$ cat config.mk
export PLATFORM = sky130hd
export DESIGN_NAME = serial_subtractor
export DESIGN_NICKNAME = d
export VERILOG_FILES = /design/src/rtl/serial_subtractor_pkg.sv /design/src/rtl/serial_subtractor_full_subtractor.sv /design/src/rtl/serial_subtractor.sv
export SDC_FILE = /design/constraint.sdc
export NUM_CORES = 1
export LEC_CHECK = 0
export ABC_AREA = 0
export CORE_MARGIN = 2
export CORE_UTILIZATION = 45
export DETAILED_ROUTE_END_ITERATION = 16
export GPL_TIMING_DRIVEN = 0
export HOLD_SLACK_MARGIN = 0.15
export PLACE_DENSITY = 0.73
export SYNTH_ARGS = -nofsm -noshare
export SYNTH_HDL_FRONTEND = slang
export SYNTH_HIERARCHICAL = 1
export SYNTH_SLANG_ARGS = --single-unit
$ cat constraint.sdc
create_clock -name clk -period 1.49 [get_ports clk]
set_input_delay 0.3725 -clock clk [delete_from_list [all_inputs] [get_ports clk]]
set_output_delay 0.3725 -clock clk [all_outputs]
set_load 0.05 [all_outputs]
$ cat src/rtl/serial_subtractor_pkg.sv
// Shared definitions for the bit-serial subtractor: FSM state encoding and
// the default operand width.
package serial_subtractor_pkg;

    localparam int SS_DEFAULT_WIDTH = 8;

    typedef enum logic [1:0] {
        ST_IDLE = 2'd0,
        ST_RUN  = 2'd1,
        ST_DONE = 2'd2
    } state_t;

endpackage

$ cat src/rtl/serial_subtractor_full_subtractor.sv
// One-bit full subtractor: computes x - y - bin, producing the difference
// bit and the borrow out.
module full_subtractor (
    input  logic x,
    input  logic y,
    input  logic bin,
    output logic d,
    output logic bout
);

    assign d    = x ^ y ^ bin;
    assign bout = (~x & y) | (~(x ^ y) & bin);

endmodule

$ cat src/rtl/serial_subtractor.sv
// Bit-serial subtractor: diff = a - b (mod 2^WIDTH), one bit per clock,
// LSB first, through a single full_subtractor cell.
// Optional feature: define SERIAL_SUBTRACTOR_OVF_EN to add the signed
// overflow output ovf.
//
// All outputs are registered from the FSM state, so they trail the state by
// one cycle: with start accepted at edge N, busy is high after edges
// N+1..N+WIDTH+1 and done pulses after edge N+WIDTH+1.
module serial_subtractor
    import serial_subtractor_pkg::*;
#(
    parameter int WIDTH = SS_DEFAULT_WIDTH
) (
    input  logic             clk,
    input  logic             rst,
    input  logic             start,
    input  logic [WIDTH-1:0] a,
    input  logic [WIDTH-1:0] b,
    output logic             busy,
    output logic             done,
    output logic [WIDTH-1:0] diff,
    output logic             borrow,
    output logic             zero
`ifdef SERIAL_SUBTRACTOR_OVF_EN
    ,
    output logic             ovf
`endif
);

    localparam int            CW       = (WIDTH > 1) ? $clog2(WIDTH) : 1;
    localparam logic [CW-1:0] LAST_BIT = CW'(WIDTH - 1);

    state_t           r_state;
    logic [WIDTH-1:0] r_a;
    logic [WIDTH-1:0] r_b;
    logic [WIDTH-1:0] r_diff;
    logic [CW-1:0]    r_cnt;
    logic             r_borrow;
    logic             r_busy;
    logic             r_done;
    logic             r_zero;

    logic             w_d;
    logic             w_bout;

`ifdef SERIAL_SUBTRACTOR_OVF_EN
    // Operand sign bits are shifted out during RUN, so keep copies.
    logic             r_a_msb;
    logic             r_b_msb;
    logic             r_ovf;
`endif

    // The single bit-slice; operands are consumed from bit 0 as they shift.
    full_subtractor u_full_subtractor (
        .x    (r_a[0]),
        .y    (r_b[0]),
        .bin  (r_borrow),
        .d    (w_d),
        .bout (w_bout)
    );

    // Control FSM, datapath shift registers and registered status outputs.
    always_ff @(posedge clk) begin
        if (rst) begin
            r_state  <= ST_IDLE;
            r_a      <= '0;
            r_b      <= '0;
            r_diff   <= '0;
            r_cnt    <= '0;
            r_borrow <= 1'b0;
            r_busy   <= 1'b0;
            r_done   <= 1'b0;
            r_zero   <= 1'b0;
`ifdef SERIAL_SUBTRACTOR_OVF_EN
            r_a_msb  <= 1'b0;
            r_b_msb  <= 1'b0;
            r_ovf    <= 1'b0;
`endif
        end else begin
            r_busy <= (r_state != ST_IDLE);
            r_done <= (r_state == ST_DONE);
            case (r_state)
                ST_IDLE: begin
                    if (start) begin
                        r_a      <= a;
                        r_b      <= b;
                        r_borrow <= 1'b0;
                        r_cnt    <= '0;
                        r_state  <= ST_RUN;
`ifdef SERIAL_SUBTRACTOR_OVF_EN
                        r_a_msb  <= a[WIDTH-1];
                        r_b_msb  <= b[WIDTH-1];
`endif
                    end
                end
                ST_RUN: begin
                    // Result bits enter at the MSB end; after WIDTH shifts
                    // the first (LSB) result bit sits at position 0.
                    r_diff   <= {w_d, r_diff[WIDTH-1:1]};
                    r_borrow <= w_bout;
                    r_a      <= r_a >> 1;
                    r_b      <= r_b >> 1;
                    if (r_cnt == LAST_BIT) begin
                        r_state <= ST_DONE;
                    end else begin
                        r_cnt <= r_cnt + 1'b1;
                    end
                end
                ST_DONE: begin
                    r_zero  <= (r_diff == '0);
`ifdef SERIAL_SUBTRACTOR_OVF_EN
                    r_ovf   <= (r_a_msb != r_b_msb) && (r_diff[WIDTH-1] != r_a_msb);
`endif
                    r_state <= ST_IDLE;
                end
                default: begin
                    r_state <= ST_IDLE;
                end
            endcase
        end
    end

    assign busy   = r_busy;
    assign done   = r_done;
    assign diff   = r_diff;
    assign borrow = r_borrow;
    assign zero   = r_zero;
`ifdef SERIAL_SUBTRACTOR_OVF_EN
    assign ovf    = r_ovf;
`endif

endmodule

==> flow_summary.toml <==
[detailed_routing]
vias_per_cell = 5.065
drtIter0Drc = 34
wl_per_cell_um = 12.42
drt_wl_total_um = 3068
antenna_left = 0
drtPass1Iterations = 4
via_count = 1251
remaining_drc_errors = 0

[cts]
cts_buffer_depth = 2
cts_made_buffers = 5
clock-sinks = 33
ctsHtreeMaxLevel = 2
cts.clk_slew.worst_paths_ps = 90
cts-root-buf = "clkbuf_4"
cts_tree = "built"
clk_latency_ps = 340

[finish]
fin_cells = 247
multi_input_area_um2 = 730.7
fin_nets = 224
fill_cells = 289
layout-drive-gt1-share = 0.2365
synthToLayoutAreaGrowth_pct = 26.71
final-seq-area_um2 = 661.9
antenna_cells = 0

[worst_setup_path]
crit_type = "reg -> reg"
cp.required_ps = 1720
setup.worst_path.end_class = "register"
cp-start-kind = "register"
worstPathMaxFanout = 3
arrival_ps = 1660

[job]
cap_violations = 0

[die]
fp.dieH_um = 61.09
die_x_um = 61.09
ioPinCount = 31
dieArea_um2 = 3731
core-area_um2 = 3078
start_util = 0.4764
row_count = 20

[logic_synthesis]
synth_top_flop_cell = "dfxtp_1"
yosys.area.top_type_share = 0.4505
ys_async_sr_fraction = 0
synth_cell_types = 30
syn-num-nets = 187
yosysMostFrequentCell = "dfxtp_1"
synth_area_leader_cell = "dfxtp_1"
synth_edf_count = 0
syn_area_um2 = 1466
synth_commonest_cells = "33 x dfxtp_1, 31 x nand2_1, 22 x a21oi_1"
synth_area_leaders = "dfxtp_1 45%, a211oi_2 9.4%, nand2_1 7.9%, a21oi_1 7.5%, nor2_1 4.9%"
syn_area_per_cell_um2 = 8.887
ys_warn_count = 6
syn_inst = 165
synth-seq-cells = 33
yosysSeqAreaShare = 0.4505

[outcome]
status = "completed"

[power]
p_leak_nw = 0.7422
internal_power_mw = 1.264
power_density_nw_per_um2 = 953.4
max-vdd-ir-drop_mv = 0.7385
power_frac_seq = 0.540
p_sw_mw = 0.5073
swShare = 0.2864
combPwrFrac = 0.190
finalPower_mw = 1.771
clkPwrFrac = 0.270

[timing]
timing.final.ws_setup_ps = 56.01
setup_viol = 0
fmax_mhz = 697.4
slew_headroom = 0.5579
finClkSkew_ps = 5.945
hold_viol = 0
worstMarginPinSlew_ps = 663.1
rsz0062_at_grt = "no"
whs_ps = 484.0
final.period_utilization = 0.9624
period_minus_slack_ps = 1434
final_max_slew_viol_count = 0

[placement]
pre_cts_ws_ps = -330.1
post-place-cells = 238
post-dp-hpwl_um = 2288
portBuffers = 29
globalplace.congestion = 0.7825

[global_routing]
grt-ovfl-total = 0
antenna_found_initial = 0
grt_use_total = 0.1942
grt_pass1_wl_um = 5264
grt_pass1_vias = 1220
grt_max_degree = 11

[min_path]
hold_class = "reg -> reg"
[area by class of cell]
class | count | area share
Multi-Input combinational cell | 115 | 0.3933
Sequential cell | 33 | 0.3562
Timing Repair Buffer | 30 | 0.1394
Buffer | 13 | 0.04579
Tap cell | 44 | 0.02963
Clock buffer | 6 | 0.02222
Inverter | 4 | 0.008081
Clock inverter | 2 | 0.005387
[critical path, stage by stage (launching register included)]
cell and delay (ps):
dfxtp_2 340, ha_1 190, ha_2 170, nand2b_4 140, a21oi_4 150, mux2_2 340
[power groups by stage]
stage          logic [mW]  registers [mW]  clock network, mW
2_1_floorplan       0.211           0.990                  0
3_3_place_gp        0.320           0.975                  0
3_5_place_dp        0.331           0.977                  0
4_1_cts             0.340           0.957              0.490
5_1_grt             0.372           0.964              0.533
6_report            0.337           0.957              0.477
[registers in the layout (all words and copies together), names as in the netlist]
register and flops:
borrow 1, busy 1, diff 8, done 1, r_a 8, r_b 8
r_cnt 3, r_state 2, zero 1
[cell usage in the layout, fill, tap and decap left out, drive strengths merged, types with 4 or more instances in the layout]
cell type,instances
clkbuf,9
nand2,31
clkdlybuf4s50,16
dfxtp,33
a21oi,23
a211oi,13
buf,20
nand2b,5
inv,4
nor2,19
[path summary, 6_finish.rpt]
check | startpoint | endpoint | slack, ps | cells past startpoint
min reg2reg | r_cnt[1]$_SDFFE_PP0P_ | r_cnt[1]$_SDFFE_PP0P_ | 480 | 2
max | r_cnt[0]$_SDFFE_PP0P_ | r_cnt[0]$_SDFFE_PP0P_ | 60 | 5
max reg2reg | r_cnt[0]$_SDFFE_PP0P_ | r_cnt[0]$_SDFFE_PP0P_ | 60 | 5
min | r_cnt[1]$_SDFFE_PP0P_ | r_cnt[1]$_SDFFE_PP0P_ | 480 | 2
[logic make-up after synthesis]
logic type               synth area share
AND/OR/NAND/NOR                    0.1988
adder cells (fa/ha/maj)           0.03071
buffers and inverters             0.06826
multiplexers                      0.02133
flip-flops                         0.4505
AO/OA/AOI/OAI                      0.2304
[routing by layer]
layer / vias to the layer above / part of all wire / track usage
li1: 637 / - / -
met4: 0 / 0.015 / 0.08385
met2: 26 / 0.51 / 0.3511
met3: 6 / 0.052 / 0.05672
met1: 582 / 0.42 / 0.2093
met5: - / 0 / 0
[stage by stage]
step | cell area, um2 | utilization | setup TNS [ps]
5_1_grt | 1858 | 0.6037 | 0
4_1_cts | 1874 | 0.6089 | 0
2_1_floorplan | 1466 | - | 0
3_3_place_gp | 1812 | 0.5886 | -4464
6_report | 1858 | 0.6037 | 0
3_5_place_dp | 1812 | 0.5886 | -4991
[what timing repair did]
item	CTS	global route
resized for setup	47	13
setup buffers	1	0
endpoints found under the setup margin	13	12
hold buffers	0	0
pin swaps	1	0
Note: power is estimated with default switching activity, not from simulation.
